<file path="src/rtl/mcu_port_pkg.sv">
// Shared constants, line-format encodings and state type for the MCU sysctrl port blocks.
// bit_div() rounds CLK_HZ/BAUD to the nearest integer clock count per bit.
package mcu_port_pkg;

  localparam logic [7:0] PORT_TYPE_SERIAL = 8'd0;

  localparam logic [1:0] FMT_STOP_1      = 2'd1;
  localparam logic [1:0] FMT_PARITY_NONE = 2'd0;
  localparam logic [3:0] FMT_DATABITS_8  = 4'd8;
  localparam logic [7:0] FMT_FLOW_CTRL   = 8'h80;

  typedef struct packed {
    logic [1:0] stopbits;
    logic [1:0] parity;
    logic [3:0] databits;
  } line_fmt_t;

  localparam line_fmt_t LINE_FMT_8N1 = '{
    stopbits: FMT_STOP_1,
    parity:   FMT_PARITY_NONE,
    databits: FMT_DATABITS_8
  };

  typedef enum logic [2:0] {
    ST_IDLE,
    ST_START,
    ST_DATA,
    ST_STOP,
    ST_RECOVER
  } uart_state_e;

  function automatic int unsigned bit_div(input int unsigned clk_hz, input int unsigned baud);
    return (clk_hz + baud / 2) / baud;
  endfunction

endpackage

</file>
<file path="src/rtl/port_sync_fifo.sv">
// Show-ahead synchronous FIFO with fill level; rdata_o is registered and holds when empty.
// Pointers carry one extra MSB so full and empty are distinguishable.
module port_sync_fifo #(
  parameter int unsigned W  = 8,
  parameter int unsigned AW = 4
) (
  input  logic          clk,
  input  logic          reset,
  input  logic          push_i,
  input  logic [W-1:0]  wdata_i,
  input  logic          pop_i,
  output logic [W-1:0]  rdata_o,
  output logic [AW:0]   level_o
);

  localparam int unsigned DEPTH = 1 << AW;

  logic [W-1:0] mem_q [DEPTH];
  logic [AW:0]  wptr_q, wptr_d, rptr_q, rptr_d;
  logic [W-1:0] rdata_q;
  logic         empty_c, full_c, push_ok_c, pop_ok_c;

  assign level_o = wptr_q - rptr_q;
  assign empty_c = (wptr_q == rptr_q);
  assign full_c  = (level_o == (AW+1)'(DEPTH));
  assign rdata_o = rdata_q;

  always_comb begin
    push_ok_c = push_i & ~full_c;
    pop_ok_c  = pop_i & ~empty_c;
    wptr_d    = wptr_q + (AW+1)'(push_ok_c);
    rptr_d    = rptr_q + (AW+1)'(pop_ok_c);
  end

  always_ff @(posedge clk) begin
    if (push_ok_c) mem_q[wptr_q[AW-1:0]] <= wdata_i;
  end

  // Head register forwards the incoming byte when it lands in the head slot.
  always_ff @(posedge clk or posedge reset) begin
    if (reset) begin
      wptr_q  <= '0;
      rptr_q  <= '0;
      rdata_q <= '0;
    end else begin
      wptr_q <= wptr_d;
      rptr_q <= rptr_d;
      if (wptr_d != rptr_d)
        rdata_q <= (rptr_d == wptr_q) ? wdata_i : mem_q[rptr_d[AW-1:0]];
    end
  end

endmodule

</file>
<file path="src/rtl/mcu_uart_port.sv">
// Serial (type 0) sysctrl port: 8N1 UART tunnelled through rx/tx FIFOs.
// Define UART_PORT_FLOW_CTRL_EN to add uart_cts_n/uart_rts_n hardware flow control.
module mcu_uart_port
  import mcu_port_pkg::*;
#(
  parameter int unsigned CLK_HZ  = 31_500_000,
  parameter int unsigned BAUD    = 115_200,
  parameter int unsigned FIFO_AW = 4
) (
  input  logic        clk,
  input  logic        reset,
  input  logic        uart_rxd,
  output logic        uart_txd,
`ifdef UART_PORT_FLOW_CTRL_EN
  input  logic        uart_cts_n,
  output logic        uart_rts_n,
`endif
  output logic [31:0] port_status,
  output logic [7:0]  port_out_available,
  input  logic        port_out_strobe,
  output logic [7:0]  port_out_data,
  output logic [7:0]  port_in_available,
  input  logic        port_in_strobe,
  input  logic [7:0]  port_in_data,
  output logic        rx_overflow,
  output logic        rx_frame_err,
  input  logic        err_clear
);

  localparam int unsigned BIT_DIV  = bit_div(CLK_HZ, BAUD);
  localparam int unsigned HALF_DIV = BIT_DIV / 2;
  localparam int unsigned DEPTH    = 1 << FIFO_AW;
  localparam int unsigned CW       = $clog2(BIT_DIV + 1);
`ifdef UART_PORT_FLOW_CTRL_EN
  localparam logic [7:0]  FMT      = 8'(LINE_FMT_8N1) | FMT_FLOW_CTRL;
`else
  localparam logic [7:0]  FMT      = 8'(LINE_FMT_8N1);
`endif

  logic [FIFO_AW:0] rx_level, tx_level;
  logic [8:0]       rx_lvl9, tx_free9;
  logic [7:0]       tx_head;
  logic             rx_full_c, tx_empty_c, cts_ok_c;

  assign port_status = {8'(BAUD), 8'(BAUD >> 8), 8'(BAUD >> 16), FMT};

  assign rx_full_c          = (rx_level == (FIFO_AW+1)'(DEPTH));
  assign tx_empty_c         = (tx_level == '0);
  assign rx_lvl9            = 9'(rx_level);
  assign tx_free9           = 9'(DEPTH) - 9'(tx_level);
  assign port_out_available = rx_lvl9[8] ? 8'hFF : rx_lvl9[7:0];
  assign port_in_available  = tx_free9[8] ? 8'hFF : tx_free9[7:0];

  // Input synchroniser plus one delayed copy for falling-edge detection.
  logic rxd_meta_q, rxd_sync_q, rxd_prev_q, rx_fall_c;
  always_ff @(posedge clk or posedge reset) begin
    if (reset) begin
      rxd_meta_q <= 1'b1;
      rxd_sync_q <= 1'b1;
      rxd_prev_q <= 1'b1;
    end else begin
      rxd_meta_q <= uart_rxd;
      rxd_sync_q <= rxd_meta_q;
      rxd_prev_q <= rxd_sync_q;
    end
  end
  assign rx_fall_c = rxd_prev_q & ~rxd_sync_q;

`ifdef UART_PORT_FLOW_CTRL_EN
  logic cts_meta_q, cts_sync_q, rts_n_q;
  always_ff @(posedge clk or posedge reset) begin
    if (reset) begin
      cts_meta_q <= 1'b1;
      cts_sync_q <= 1'b1;
      rts_n_q    <= 1'b0;
    end else begin
      cts_meta_q <= uart_cts_n;
      cts_sync_q <= cts_meta_q;
      rts_n_q    <= (rx_level >= (FIFO_AW+1)'(DEPTH - 2));
    end
  end
  assign cts_ok_c   = ~cts_sync_q;
  assign uart_rts_n = rts_n_q;
`else
  assign cts_ok_c = 1'b1;
`endif

  // ---------------- RX deserialiser ----------------
  uart_state_e   rx_state_q, rx_state_d;
  logic [CW-1:0] rx_cnt_q;
  logic [2:0]    rx_bit_q;
  logic [7:0]    rx_shift_q;
  logic          rx_push_q, rx_ovf_q, rx_ferr_q;
  logic          rx_tick_c, rx_sample_c, rx_done_c, rx_bad_c, rx_cnt_clr_c;

  assign rx_tick_c = (rx_state_q == ST_START) ? (rx_cnt_q == CW'(HALF_DIV - 1))
                                              : (rx_cnt_q == CW'(BIT_DIV - 1));

  always_ff @(posedge clk or posedge reset) begin
    if (reset) rx_state_q <= ST_IDLE;
    else       rx_state_q <= rx_state_d;
  end

  always_comb begin
    rx_state_d = rx_state_q;
    case (rx_state_q)
      ST_IDLE:    if (rx_fall_c) rx_state_d = ST_START;
      ST_START:   if (rx_tick_c) rx_state_d = rxd_sync_q ? ST_IDLE : ST_DATA;
      ST_DATA:    if (rx_tick_c && rx_bit_q == 3'd7) rx_state_d = ST_STOP;
      ST_STOP:    if (rx_tick_c) rx_state_d = rxd_sync_q ? ST_IDLE : ST_RECOVER;
      ST_RECOVER: if (rxd_sync_q) rx_state_d = ST_IDLE;
      default:    rx_state_d = ST_IDLE;
    endcase
  end

  always_comb begin
    rx_cnt_clr_c = 1'b1;
    rx_sample_c  = 1'b0;
    rx_done_c    = 1'b0;
    rx_bad_c     = 1'b0;
    case (rx_state_q)
      ST_START: rx_cnt_clr_c = rx_tick_c;
      ST_DATA: begin
        rx_cnt_clr_c = rx_tick_c;
        rx_sample_c  = rx_tick_c;
      end
      ST_STOP: begin
        rx_cnt_clr_c = rx_tick_c;
        rx_done_c    = rx_tick_c & rxd_sync_q;
        rx_bad_c     = rx_tick_c & ~rxd_sync_q;
      end
      default: ;
    endcase
  end

  // Sticky flags: a new error in the same cycle as err_clear keeps the flag set.
  always_ff @(posedge clk or posedge reset) begin
    if (reset) begin
      rx_cnt_q   <= '0;
      rx_bit_q   <= '0;
      rx_shift_q <= '0;
      rx_push_q  <= 1'b0;
      rx_ovf_q   <= 1'b0;
      rx_ferr_q  <= 1'b0;
    end else begin
      rx_cnt_q <= rx_cnt_clr_c ? '0 : rx_cnt_q + CW'(1);
      if (rx_sample_c) begin
        rx_shift_q <= {rxd_sync_q, rx_shift_q[7:1]};
        rx_bit_q   <= rx_bit_q + 3'd1;
      end
      rx_push_q <= rx_done_c & ~rx_full_c;
      rx_ovf_q  <= (rx_done_c & rx_full_c) | (rx_ovf_q & ~err_clear);
      rx_ferr_q <= rx_bad_c | (rx_ferr_q & ~err_clear);
    end
  end

  assign rx_overflow  = rx_ovf_q;
  assign rx_frame_err = rx_ferr_q;

  port_sync_fifo #(.W(8), .AW(FIFO_AW)) u_rx_fifo (
    .clk     (clk),
    .reset   (reset),
    .push_i  (rx_push_q),
    .wdata_i (rx_shift_q),
    .pop_i   (port_out_strobe),
    .rdata_o (port_out_data),
    .level_o (rx_level)
  );

  // ---------------- TX serialiser ----------------
  uart_state_e   tx_state_q, tx_state_d;
  logic [CW-1:0] tx_cnt_q;
  logic [2:0]    tx_bit_q, tx_bit_d;
  logic [7:0]    tx_byte_q, tx_byte_d;
  logic          txd_q, txd_d;
  logic          tx_tick_c, tx_go_c, tx_pop_c, tx_cnt_clr_c;

  assign tx_tick_c = (tx_cnt_q == CW'(BIT_DIV - 1));
  assign tx_go_c   = ~tx_empty_c & cts_ok_c;

  always_ff @(posedge clk or posedge reset) begin
    if (reset) tx_state_q <= ST_IDLE;
    else       tx_state_q <= tx_state_d;
  end

  always_comb begin
    tx_state_d = tx_state_q;
    case (tx_state_q)
      ST_IDLE:  if (tx_go_c) tx_state_d = ST_START;
      ST_START: if (tx_tick_c) tx_state_d = ST_DATA;
      ST_DATA:  if (tx_tick_c && tx_bit_q == 3'd7) tx_state_d = ST_STOP;
      ST_STOP:  if (tx_tick_c) tx_state_d = tx_go_c ? ST_START : ST_IDLE;
      default:  tx_state_d = ST_IDLE;
    endcase
  end

  // A pop at the end of a stop bit chains straight into the next start bit.
  always_comb begin
    tx_pop_c     = 1'b0;
    tx_cnt_clr_c = tx_tick_c;
    tx_bit_d     = '0;
    tx_byte_d    = tx_byte_q;
    txd_d        = 1'b1;
    case (tx_state_q)
      ST_IDLE: begin
        tx_pop_c     = tx_go_c;
        tx_cnt_clr_c = 1'b1;
      end
      ST_DATA: tx_bit_d = tx_tick_c ? tx_bit_q + 3'd1 : tx_bit_q;
      ST_STOP: tx_pop_c = tx_tick_c & tx_go_c;
      default: ;
    endcase
    if (tx_pop_c) tx_byte_d = tx_head;
    case (tx_state_d)
      ST_START: txd_d = 1'b0;
      ST_DATA:  txd_d = tx_byte_d[tx_bit_d];
      default:  txd_d = 1'b1;
    endcase
  end

  always_ff @(posedge clk or posedge reset) begin
    if (reset) begin
      tx_cnt_q  <= '0;
      tx_bit_q  <= '0;
      tx_byte_q <= '0;
      txd_q     <= 1'b1;
    end else begin
      tx_cnt_q  <= tx_cnt_clr_c ? '0 : tx_cnt_q + CW'(1);
      tx_bit_q  <= tx_bit_d;
      tx_byte_q <= tx_byte_d;
      txd_q     <= txd_d;
    end
  end

  assign uart_txd = txd_q;

  port_sync_fifo #(.W(8), .AW(FIFO_AW)) u_tx_fifo (
    .clk     (clk),
    .reset   (reset),
    .push_i  (port_in_strobe),
    .wdata_i (port_in_data),
    .pop_i   (tx_pop_c),
    .rdata_o (tx_head),
    .level_o (tx_level)
  );

endmodule
</file>
<file path="config.mk">
export PLATFORM = sky130hd
export DESIGN_NAME = mcu_uart_port
export DESIGN_NICKNAME = d
export VERILOG_FILES = /design/src/rtl/mcu_port_pkg.sv /design/src/rtl/port_sync_fifo.sv /design/src/rtl/mcu_uart_port.sv
export SDC_FILE = /design/constraint.sdc
export NUM_CORES = 1
export LEC_CHECK = 0
export CORE_UTILIZATION = 60
export CTS_CLUSTER_DIAMETER = 30
export CTS_CLUSTER_SIZE = 20
export DETAILED_ROUTE_END_ITERATION = 12
export PLACE_DENSITY = 0.82
export SLEW_MARGIN = 20
export SYNTH_ARGS = -nofsm -noshare
export SYNTH_HDL_FRONTEND = slang
export SYNTH_HIERARCHICAL = 1
export SYNTH_SLANG_ARGS = --single-unit
export TNS_END_PERCENT = 5
</file>
<file path="constraint.sdc">
create_clock -name clk -period 6.62 [get_ports clk]
set_clock_uncertainty 0.05 [all_clocks]
set_input_delay 0.662 -clock clk [delete_from_list [all_inputs] [get_ports clk]]
set_output_delay 0.662 -clock clk [all_outputs]
set_load 0.01 [all_outputs]
</file>
## Word level (Yosys, flattened, before mapping)

Memory sizes are Yosys's and may differ from the RTL's.
Index checks and enable logic that the tools add are counted.

- Bitwise gates (word level): 21
- Reduce and logical (&&, ||, !) cells: 7
- Add/sub/neg operators: 11
- Muxes and demuxes: 36
- Eq/ne operators: 27
- Magnitude comparators: 1

Operators by type and width:

| operator | number |
|---|---|
| $mux W3 | 12 |
| $mux W8 | 4 |
| $add A5 B1 Y5 | 4 |
| $eq A5 B5 Y1 | 4 |
| $add A9 B1 Y9 const B | 2 |
| $eq A9 B9 Y1 const B | 2 |
| $mux W9 | 2 |
| $eq A3 B2 Y1 const B | 5 |
| $pmux W3 S5 | 1 |
| $and A1 B1 Y1 | 12 |
| $mux W1 | 12 |
| $pmux W3 S4 | 1 |
| $eq A5 B5 Y1 const B | 2 |
| $ne A2 B2 Y1 const B | 5 |
| $ne A5 B5 Y1 | 2 |
| $sub A5 B5 Y5 | 2 |
| $eq A3 B1 Y1 const B | 3 |
| $eq A3 B3 Y1 const B | 3 |
| $eq A9 B8 Y1 const B | 1 |
| $not A1 Y1 | 7 |
| $add A3 B1 Y3 const B | 2 |
| $logic_not A3 Y1 | 2 |
| $sub A5 B5 Y6 const A | 1 |
| $logic_not A5 Y1 | 1 |
| other kinds (8) | 11 |

- Output and inout port bits: 59
- Logic and storage cells: 126
- Input bits: 14
- RAM bits: 256
- Memories: 2
- Register bits after elaboration: 89

Memories:

| memory | depth | width | rd ports | clocked after memory_dff | wr ports | RTL line | text |
|---|---|---|---|---|---|---|---|
| u_rx_fifo.mem_q | 16 | 8 | 1 | 0 | 1 | port_sync_fifo.sv:18 | `logic [W-1:0] mem_q [DEPTH];` |
| u_tx_fifo.mem_q | 16 | 8 | 1 | 0 | 1 | port_sync_fifo.sv:18 |  |

## Longest topological paths before layout

Gate-level depths: netlist of run 1.

- Depth in word-level cells: 9
- Depth in mapped cells: 23
- Gate-level depth less buffers: 20

## Modules after synthesis

Netlist of run 1, hierarchy kept.

By module, submodules not included:

| module | area an instance (um^2) | instances | cells each | sequential area each (um^2) |
|---|---|---|---|---|
| port_sync_fifo (u_tx_fifo) | 6243.5 | 1 | 318 | 4294.1 |
| port_sync_fifo (u_rx_fifo) | 6204.7 | 1 | 318 | 4294.1 |
| mcu_uart_port | 3045.4 | 1 | 324 | 1331.3 |

## Worst setup path after synthesis of run 1

OpenSTA, ideal clock, no wires.

- Kind: flip-flop to flip-flop
- From: reg u_tx_fifo.wptr_q[0]
- To: reg u_tx_fifo.rdata_q[3] (netlist: u_tx_fifo/rdata_o[3])
- Data required time: 6.445 ns
- Clock period less this slack: 4.939 ns
- Stages on the path, launching flop included: 24
- Setup time: 0.125 ns
- Buffers on the path: 3
- Path slack: 1.681 ns
- Data arrival time: 4.764 ns
- Path through: dfrtp_1 inv_1 ha_1 inv_1 fa_1 a21o_1 a21oi_1 xnor2_1 inv_1 ha_1 clkbuf_4 nor2_1 nand2_1 inv_1 o31a_1 ha_1 ha_1 clkbuf_1 clkbuf_1 mux4_2 mux2i_1 mux2i_1 mux2_2 mux2_4

- Cells in the longest elaborated chain, start to end: 9
- Elaborated cells between the ends (all ways): 17
- Classes of those cells: add/sub: 3; eq/ne: 4; mux: 2; bitwise: 6; reduce/logical: 1; memory: 1

RTL lines:

| what | RTL line | text |
|---|---|---|
| start: declaration | port_sync_fifo.sv:19 | `logic [AW:0] wptr_q, wptr_d, rptr_q, rptr_d;` |
| start signal: assignment | port_sync_fifo.sv:46 | `wptr_q <= wptr_d;` |
| $sub A5 B5 Y5 * | port_sync_fifo.sv:23 | `assign level_o = wptr_q - rptr_q;` |
| named net tx_level[4] | mcu_uart_port.sv:40 | `logic [FIFO_AW:0] rx_level, tx_level;` |
| $logic_not A5 Y1 * | mcu_uart_port.sv:48 | `assign tx_empty_c = (tx_level == '0);` |
| $not A1 Y1 * | mcu_uart_port.sv:179 | `assign tx_go_c = ~tx_empty_c & cts_ok_c;` |
| $and A1 B1 Y1 | mcu_uart_port.sv:210 | `ST_STOP: tx_pop_c = tx_tick_c & tx_go_c;` |
| $pmux W1 S2 * | mcu_uart_port.sv:204 | `case (tx_state_q)` |
| named net tx_pop_c | mcu_uart_port.sv:176 | `logic tx_tick_c, tx_go_c, tx_pop_c, tx_cnt_clr_c;` |
| $and A1 B1 Y1 * | port_sync_fifo.sv:30 | `pop_ok_c = pop_i & ~empty_c;` |
| $add A5 B1 Y5 * | port_sync_fifo.sv:32 | `rptr_d = rptr_q + (AW+1)'(pop_ok_c);` |
| named net u_tx_fifo.rptr_d[1] | port_sync_fifo.sv:19 |  |
| $mem_v2 Z16 W8 / $eq A5 B5 Y1 (equally long branches) | n/a |  |
| $mux W8 | port_sync_fifo.sv:49 | `rdata_q <= (rptr_d == wptr_q) ? wdata_i : mem_q[rptr_d[AW-1:0]];` |
| end signal: assignment | port_sync_fifo.sv:49 |  |
| end: declaration | port_sync_fifo.sv:20 | `logic [W-1:0] rdata_q;` |

Mark *: on every way through the listed nets, which the timed path passes. The rest lies on a longest branch.
A chain may end at the register's enable or synchronous reset.

## Final worst setup path of run 1

- From: reg u_tx_fifo.wptr_q[0]
- To: reg u_tx_fifo.rdata_q[0] (netlist: u_tx_fifo/rdata_o[0])

Same word-level chain as after synthesis.

==> results of run 1 <==
## cells by family after synthesis
group / Yosys count
adders and majority gates: 27
AOI/OAI and AO/OA: 58
xor gates and xnor gates: 52
buffers and inverters: 118
other: 2
and+or+nand+nor: 202
DFF: 345
muxes: 156
## sequential cells by signal, summed over array words and instances, names as in the netlist, 3 cells and up
signal,count
rx_bit_q,3
rx_cnt_q,9
rx_shift_q,8
rx_state_q,3
tx_bit_q,3
tx_byte_q,8
tx_cnt_q,9
tx_state_q,3
u_rx_fifo/mem_q,128
u_rx_fifo/rdata_o,8
u_rx_fifo/rptr_q,5
u_rx_fifo/wptr_q,5
u_tx_fifo/mem_q,128
u_tx_fifo/rdata_o,8
u_tx_fifo/rptr_q,5
u_tx_fifo/wptr_q,5
## placed cells by master, fill, tap and decap left out, types with 14 or more instances in the layout
cell             synthesis  final
inv_6                    0     14
xnor2_1                 25     25
nand2_1                 40     40
buf_4                   37     22
mux2i_1                 49     49
conb_1                   2     36
xor2_1                  23     22
mux2_4                  16     16
nor2_1                  39     39
ha_1                    25     22
clkdlybuf4s50_1          0     37
nand3_1                 25     25
edfxtp_1               256    256
inv_1                   38     37
dfrtp_1                 85     85
mux2_2                  27     27
clkbuf_16                0     57
mux4_2                  64     64
## layout make-up
type / count / area, sq um
fillers: 1509 / 7210
clock inverters: 48 / 487
inverters: 40 / 151
multi-input cells: 531 / 5110
repair buffers: 59 / 536
well taps: 330 / 413
clock buffers: 58 / 1430
flip-flops and latches: 345 / 9920
## worst register-to-register path, delay by kind of cell (launching register included)
kind / cells / cell delay (ps)
AOI/OAI and AO/OA: 3 / 540
xor gates and xnor gates: 1 / 180
adders and majority gates: 4 / 1540
buffers and inverters: 5 / 910
DFF: 1 / 450
muxes: 5 / 1380
and+or+nand+nor: 2 / 580
## worst min-delay path by stage
| stage | cells past startpoint | end | from | slack (ps) |
|---|---|---|---|---|
| floorplan | 0 | rxd_sync_q$_DFF_PP1_ | rxd_meta_q$_DFF_PP1_ | 300 |
| global placement | 0 | rxd_sync_q$_DFF_PP1_ | rxd_meta_q$_DFF_PP1_ | 300 |
| detailed placement | 0 | rxd_sync_q$_DFF_PP1_ | rxd_meta_q$_DFF_PP1_ | 300 |
| CTS | 0 | rxd_sync_q$_DFF_PP1_ | rxd_meta_q$_DFF_PP1_ | 310 |
| global route | 0 | rxd_sync_q$_DFF_PP1_ | rxd_meta_q$_DFF_PP1_ | 310 |
| finish | 0 | rxd_sync_q$_DFF_PP1_ | rxd_meta_q$_DFF_PP1_ | 310 |
## power by group
part           switching [mW]  total [mW]  internal [mW]
clock                    1.18        2.87           1.69
sequential              0.199        2.76           2.56
combinational            1.53        3.06           1.53
total                    2.91        8.68           5.78
## stage by stage
| stage | area [sq um] | setup WS [ps] | cells | utilization (%) | power, mW |
|---|---|---|---|---|---|
| after global placement | 16100 | 1090 | 1305 | 63.9 | 5.75 |
| after CTS | 18000 | 853 | 1411 | 71.5 | 8.73 |
| after floorplan | 15600 | 1680 | 994 | - | 5.02 |
| final | 18000 | 873 | 1411 | 71.5 | 8.68 |
| after global routing | 18000 | 397 | 1411 | 71.5 | 9.07 |
| after detailed placement | 16100 | 878 | 1305 | 63.9 | 5.82 |
## routing by layer
| metal | up-vias | routed length (microns) | share of wire [%] | global-route usage, % |
|---|---|---|---|---|
| li1 | 3764 | - | - | - |
| met1 | 4323 | 12800 | 39 | 33.9 |
| met2 | 337 | 16800 | 52 | 42.5 |
| met3 | 66 | 2010 | 6.2 | 3.87 |
| met4 | 0 | 994 | 3.1 | 11.5 |
| met5 | - | 0 | 0 | 0 |
==> results.toml, run 1 <==
[logic_synthesis]
synthFlopType = "edfxtp_1"
synth-compound-area-share_pct = 2.72
yosys.area.top_type = "edfxtp_1"
synthArstFlopShare_pct = 25.8
yosys-top-cells-area = "edfxtp_1 (50%), dfrtp_1 (14%), mux4_2 (9.3%)"
synth_xor_area_share_pct = 3.41
yosys-top-cells-count = "edfxtp_1 (256), dfrtp_1 (85), mux4_2 (64)"
synth_top_family_by_area = "multiplexers"
synthMuxAreaShare_pct = 16.0
synth_area_per_cell_sq_um = 16.1
netlist_area_sq_um = 15500
synth.distinct_cells = 72
yosysMostFrequentCell = "edfxtp_1"
syn_inst = 960
synthSimpleGateAreaFrac_pct = 7.53
synthAdderAreaFrac_pct = 2.28
yosys_register_bits = 345
synth-edff-count = 256
seq_area_frac_synth_pct = 64.0
yosys.area.top_type_share_pct = 49.6
yosysWarnings = 6

[route]
drc = 0
final_antenna_net_count = 0
wl_per_cell_microns = 23.1
via_per_inst = 6.02
via_count = 8490
drtPass1Iterations = 5
drt_wl_total_microns = 32500
drtIter0Drc = 857

[run_status]
status = "finished clean"

[finish]
area_growth_pct = 16.5
drive_gt1_share_pct = 24.4
finalNetCount = 1074
antennaDiodeCount = 0

[timing]
hold_slack_ps = 306
period_share_pct = 86.8
max_slew_margin_pct = 30.2
rsz0062_at_grt = "no"
period_needed_ps = 5750
finalHoldViolCount = 0
worstMarginPinSlew_ps = 1040
setup_viol = 0
fmax_ghz = 0.174
tns_ps = 0
drv_slew = 0

[floorplanning]
die_x_microns = 163
dieArea_sq_um = 26500
initial_core_util_pct = 61.4
die_y_microns = 163
rows = 58
io_pins = 73
coreArea_sq_um = 25300

[critical_path]
r2r_end = "u_tx_fifo/rdata_o[0]$_DFFE_PP0P_"
worst-path-stages = 20
crit_fanout = 23
cp_data_arrival_time_ps = 6160
cpMaxStageDelayCell = "ha_2"
r2r-start = "u_tx_fifo/wptr_q[0]$_DFF_PP0_"
crit_path_max_incr_delay_ps = 670
worst-setup-path-type = "flop to flop"
cp-end-kind = "flop"
crit_buf_inv = 5
cpMostUsedCell = "inv_1"
crit_start = "u_tx_fifo/wptr_q[0]$_DFF_PP0_"
required_ps = 7030
endpoint = "u_tx_fifo/rdata_o[0]$_DFFE_PP0P_"
regToRegSetupSlack_ps = 870
reg2reg_depth = 20
cp_top_family = "adder cells"
start_kind = "flop"
worstPathCellList = "inv_1, ha_1, inv_1, fa_1, a21o_1, a21oi_1, xnor2_1, inv_1, ha_1, nor2_1, nand2_1, inv_1, o31a_1, ha_2, buf_4, mux4_2, mux2i_1, mux2i_1, mux2_2, mux2_4"

[clocking]
cts_tree = "yes"
clkSlewWorstSetupHoldPaths_ps = 50
cts_max_path_buffers = 3
cts_setup_buffers = 0
numClockSinks = 345
htree_num_levels = 2
clk_latency_ps = 590
cts_hold_buf = 0
cts_root_buffer = "clkbuf_16"
postCtsResizedCells = 0
numCtsBuffers = 56

[grt]
grtUsageTotal_pct = 25.7
grt_max_degree = 54
grt_pass1_wl_microns = 50400
antenna_found_initial = 0
grt_pass1_vias = 8770
grt_overflow = 0

[pwr]
vdd_drop_max_uv = 359
power_density_nw_per_um2 = 481
p_leak_nw = 6.53

[placed_design]
post-dp-hpwl_microns = 19400
routabilityCongestion = 0.892
portBuffers = 37

[run]
max_cap_viol_count = 0

[hold_path]
hold_class = "flop to flop"
Note: power is estimated with default switching activity, not from simulation.
==> run 2: changes to the inputs <==
--- a/config.mk
+++ b/config.mk
@@ -9,7 +9,7 @@
 export CTS_CLUSTER_DIAMETER = 30
 export CTS_CLUSTER_SIZE = 20
 export DETAILED_ROUTE_END_ITERATION = 12
-export PLACE_DENSITY = 0.82
+export PLACE_DENSITY_LB_ADDON = 0.08
 export SLEW_MARGIN = 20
 export SYNTH_ARGS = -nofsm -noshare
 export SYNTH_HDL_FRONTEND = slang
==> results.toml, run 2 (same netlist as run 1, synthesis figures left out) <==
[grt]
grt_overflow = 0
grtUsageTotal_pct = 24.4
antenna_found_initial = 0
grt_pass1_vias = 8441
grt_max_degree = 54
grt_pass1_wl_microns = 48100

[finish]
finalNetCount = 1088
antennaDiodeCount = 0
area_growth_pct = 19.2
final_cell_mix = "edfxtp_1 (256), dfrtp_1 (85), clkbuf_16 (71), mux4_2 (64), mux2i_1 (49)"
drive_gt1_share_pct = 25.0
design_area_sq_um = 18500
utilization_pct = 73.1
final_common_cell = "edfxtp_1"

[critical_path]
crit_start = "u_tx_fifo/wptr_q[0]$_DFF_PP0_"
cpMostUsedCell = "inv_1"
worst-setup-path-type = "flop to flop"
cp-end-kind = "flop"
start_kind = "flop"
r2r-start = "u_tx_fifo/wptr_q[0]$_DFF_PP0_"
cpMaxStageDelayCell = "ha_1"
cp_data_arrival_time_ps = 6090
worstPathCellList = "inv_1, ha_1, inv_1, fa_1, a21o_1, a21oi_1, xnor2_1, inv_1, ha_1, nor2_1, nand2_1, inv_1, o31a_1, ha_2, ha_1, buf_4, mux4_2, mux2i_1, mux2i_1, mux2_2, mux2_4"
crit_fanout = 23
regToRegSetupSlack_ps = 920
crit_path_max_incr_delay_ps = 550
required_ps = 7010

[timing]
hold_slack_ps = 319
fmax_ghz = 0.175
tns_ps = 0
finalHoldViolCount = 0
setup_viol = 0
max_slew_margin_pct = 27.7
period_share_pct = 86.1
rsz0062_at_grt = "no"
period_needed_ps = 5700
drv_slew = 0
worstMarginPinSlew_ps = 1080
timing.final.ws_setup_ps = 919

[placed_design]
post-dp-hpwl_microns = 18900
dp_slack_ps = 1010
placedInstanceArea_sq_um = 16200
routabilityCongestion = 0.816
portBuffers = 37

[route]
drt_wl_total_microns = 30700
drtPass1Iterations = 5
via_count = 8264
drtIter0Drc = 540
via_per_inst = 5.77
wl_per_cell_microns = 21.4
final_antenna_net_count = 0
drc = 0

[floorplanning]
rows = 58
initial_core_util_pct = 61.4
dieArea_sq_um = 26500
io_pins = 73
die_x_microns = 163
die_y_microns = 163
coreArea_sq_um = 25300

[clocking]
cts_setup_buffers = 0
numClockSinks = 345
postCtsResizedCells = 0
cts_tree = "yes"
clkSlewWorstSetupHoldPaths_ps = 50
htree_num_levels = 3
numCtsBuffers = 69
clk_latency_ps = 560
cts_root_buffer = "clkbuf_16"
cts_max_path_buffers = 3
cts_hold_buf = 0

[run]
max_cap_viol_count = 0

[run_status]
status = "finished clean"

[pwr]
power_density_nw_per_um2 = 495
vdd_drop_max_uv = 386
p_leak_nw = 6.74

[hold_path]
hold_class = "flop to flop"
worstHoldStart = "rxd_meta_q$_DFF_PP1_"
run 2: cell types whose count changed in the layout (fill, tap and decap cells not counted), moves of 2 or more:
cell	before	now
bufinv_16	1	5
clkinv_16	2	0
nor4b_2	3	5
clkbuf_8	0	3
inv_8	8	0
clkinv_2	4	6
clkbuf_1	1	11
nor4bb_1	3	1
clkinvlp_4	9	5
clkbuf_16	57	71
nor4b_1	7	5
clkinv_1	1	5
inv_6	14	12
nor4bb_2	0	2
run 2: per-layer routing:
layer	GRT usage, %	up-vias	routed length (microns)	part of all wire [%]
met1	33.1	4182	13100	43
met3	3.79	61	1340	4.4
met2	39.7	213	15300	50
met4	10.7	0	890	2.9
met5	0	-	0	0
li1	-	3808	-	-
run 2: worst paths after layout:
check                           depth (start not counted)                          endpoint
min in group asynchronous                               2     u_rx_fifo/wptr_q[3]$_DFF_PP0_
worst max register to register                         21  u_tx_fifo/rdata_o[3]$_DFFE_PP0P_
worst max-delay path                                   21  u_tx_fifo/rdata_o[3]$_DFFE_PP0P_
worst min-delay path                                    0              rxd_sync_q$_DFF_PP1_
worst min register to register                          0              rxd_sync_q$_DFF_PP1_
max in group asynchronous                               2  u_tx_fifo/rdata_o[2]$_DFFE_PP0P_
run 2: final cells by class:
type | instances | area, sq um
Tap cell | 330 | 413
Clock buffer | 85 | 1860
Timing Repair Buffer | 60 | 543
Sequential cell | 345 | 9920
Fill cell | 1565 | 6790
Clock inverter | 42 | 440
Multi-Input combinational cell | 531 | 5140
Inverter | 40 | 150
run 2: power by group:
part / switching [mW] / leakage, nW / internal [mW]
clock network: 1.15 / 1.11 / 2.22
logic: 1.48 / 2.48 / 1.54
registers: 0.190 / 3.14 / 2.56
run 2: worst max-delay path, delay by kind of cell, from the launching register on:
kind | cells | cell delay [ps]
multiplexers | 5 | 1230
adder cells (fa/ha/maj) | 5 | 1620
XOR/XNOR | 1 | 180
flip-flops | 1 | 440
AO/OA/AOI/OAI | 3 | 510
buffers and inverters | 5 | 950
AND/OR/NAND/NOR | 2 | 580
run 2: through the flow:
stage | std cells | power (mW)
4_1_cts | 1433 | 9.22
6_report | 1433 | 9.14
2_1_floorplan | 994 | 5.02
3_3_place_gp | 1306 | 5.77
5_1_grt | 1433 | 9.57
3_5_place_dp | 1306 | 5.82
==> run 3: changes to the inputs <==
--- a/config.mk
+++ b/config.mk
@@ -5,7 +5,8 @@
 export SDC_FILE = /design/constraint.sdc
 export NUM_CORES = 1
 export LEC_CHECK = 0
-export CORE_UTILIZATION = 60
+export CORE_MARGIN = 5
+export CORE_UTILIZATION = 65
 export CTS_CLUSTER_DIAMETER = 30
 export CTS_CLUSTER_SIZE = 20
 export DETAILED_ROUTE_END_ITERATION = 12
==> constraint.sdc (replaced) <==
create_clock -name clk -period 6.94 [get_ports clk]
set_clock_uncertainty 0.05 [all_clocks]
set_input_delay 0.694 -clock clk [delete_from_list [all_inputs] [get_ports clk]]
set_output_delay 0.694 -clock clk [all_outputs]
set_load 0.01 [all_outputs]
==> results.toml, run 3 (same netlist as run 1, synthesis figures left out) <==
[clocking]
cts_max_path_buffers = 3
postCtsResizedCells = 0
cts_root_buffer = "clkbuf_16"
numClockSinks = 345
htree_num_levels = 2
cts_setup_buffers = 0
cts_tree = "yes"
clkSlewWorstSetupHoldPaths_ps = 50
numCtsBuffers = 58
cts_hold_buf = 0
clk_latency_ps = 560

[critical_path]
required_ps = 7330
cp_data_arrival_time_ps = 6220
crit_start = "u_tx_fifo/wptr_q[0]$_DFF_PP0_"
crit_fanout = 25
r2r-start = "u_tx_fifo/wptr_q[0]$_DFF_PP0_"
reg2reg_depth = 21
r2r_end = "u_tx_fifo/rdata_o[7]$_DFFE_PP0P_"
regToRegSetupSlack_ps = 1110
cp-end-kind = "flop"
start_kind = "flop"
worst-setup-path-type = "flop to flop"

[route]
wl_per_cell_microns = 22.7
drtPass1Iterations = 5
via_count = 8344
via_per_inst = 5.96
final_antenna_net_count = 0
drt_wl_total_microns = 31700
drtIter0Drc = 616
drc = 0

[timing]
finalHoldViolCount = 0
worstMarginPinSlew_ps = 1130
timing.final.ws_setup_ps = 1110
period_share_pct = 84.0
fmax_ghz = 0.172
drv_slew = 0
period_needed_ps = 5830
rsz0062_at_grt = "no"
setup_viol = 0
tns_ps = 0
max_slew_margin_pct = 24.3
hold_slack_ps = 319

[finish]
finalNetCount = 1073
final_common_cell = "edfxtp_1"
utilization_pct = 77.4
final_cell_mix = "edfxtp_1 (256), dfrtp_1 (85), mux4_2 (64), clkbuf_16 (58), mux2i_1 (49)"
nFillCells = 1333
antennaDiodeCount = 0
instances_no_fill = 1400
area_growth_pct = 17.2
drive_gt1_share_pct = 24.2

[floorplanning]
die_y_microns = 164
rows = 56
initial_core_util_pct = 66.0
coreArea_sq_um = 23500
io_pins = 73
die_x_microns = 164
dieArea_sq_um = 27000

[placed_design]
post-dp-hpwl_microns = 20000
portBuffers = 37
dp_slack_ps = 1280
routabilityCongestion = 0.872
dp.cells = 1291

[run]
max_cap_viol_count = 0

[grt]
antenna_found_initial = 0
grtUsageTotal_pct = 24.4
grt_overflow = 0
grt_pass1_vias = 9057
grt_max_degree = 54
grt_pass1_wl_microns = 50300

[hold_path]
min_to = "rxd_sync_q$_DFF_PP1_"
whs_path_depth = 0
worstHoldStart = "rxd_meta_q$_DFF_PP1_"
hold_class = "flop to flop"

[pwr]
vdd_drop_max_uv = 353
power_density_nw_per_um2 = 465
p_leak_nw = 6.57

[run_status]
status = "finished clean"
[run 3: through the flow]
stage / instance area (sq um) / power, mW
after floorplan: 15600 / 4.79
final: 18200 / 8.45
after global placement: 16100 / 5.47
after detailed placement: 16100 / 5.56
after CTS: 18100 / 8.50
after global routing: 18200 / 8.86
[run 3: worst max path at each step]
stage | endpoint | slack, ps | cells past startpoint
after global placement | u_tx_fifo/rdata_o[2]$_DFFE_PP0P_ | 1440 | 21
after detailed placement | u_tx_fifo/rdata_o[7]$_DFFE_PP0P_ | 1280 | 21
after floorplan | u_tx_fifo/rdata_o[3]$_DFFE_PP0P_ | 2000 | 23
after CTS | u_tx_fifo/rdata_o[6]$_DFFE_PP0P_ | 1190 | 20
final | u_tx_fifo/rdata_o[7]$_DFFE_PP0P_ | 1110 | 21
after global routing | u_tx_fifo/rdata_o[6]$_DFFE_PP0P_ | 670 | 20
[run 3: worst max-delay path, stage by stage, from the launching register on]
cell     delay, ps
dfrtp_1        460
inv_1          120
ha_1           170
inv_1           50
fa_1           410
a21o_1         180
a21oi_1        160
xnor2_1        200
inv_1          100
ha_1           310
nor2_1         300
nand2_1        290
inv_1          250
o31a_1         190
ha_2           210
ha_1           460
buf_4          440
mux4_2         370
mux2i_1        300
mux2i_1        120
mux2_2         280
mux2_4         250
[run 3: where the power goes]
group	switching (mW)	total, mW	leakage (nW)	internal (mW)
logic	1.46	2.92	2.47	1.46
registers	0.192	2.63	3.14	2.44
clock network	1.01	2.90	0.962	1.89
[run 3: per-layer routing]
layer / vias up / routed length [microns] / GRT usage (%)
li1: 3762 / - / -
met1: 4258 / 12300 / 31.5
met2: 260 / 17000 / 43.0
met3: 64 / 1500 / 3.57
met4: 0 / 939 / 8.17
met5: - / 0 / 0
[run 3: cell type report]
cell class,instances,area (sq um),share of cell area [%]
clock buffers,61,1460,8.06
clock inverters,48,569,3.14
inverters,40,151,0.834
multi-input cells,531,5140,28.3
flip-flops and latches,345,9920,54.6
well taps,319,399,2.20
repair buffers,56,513,2.83
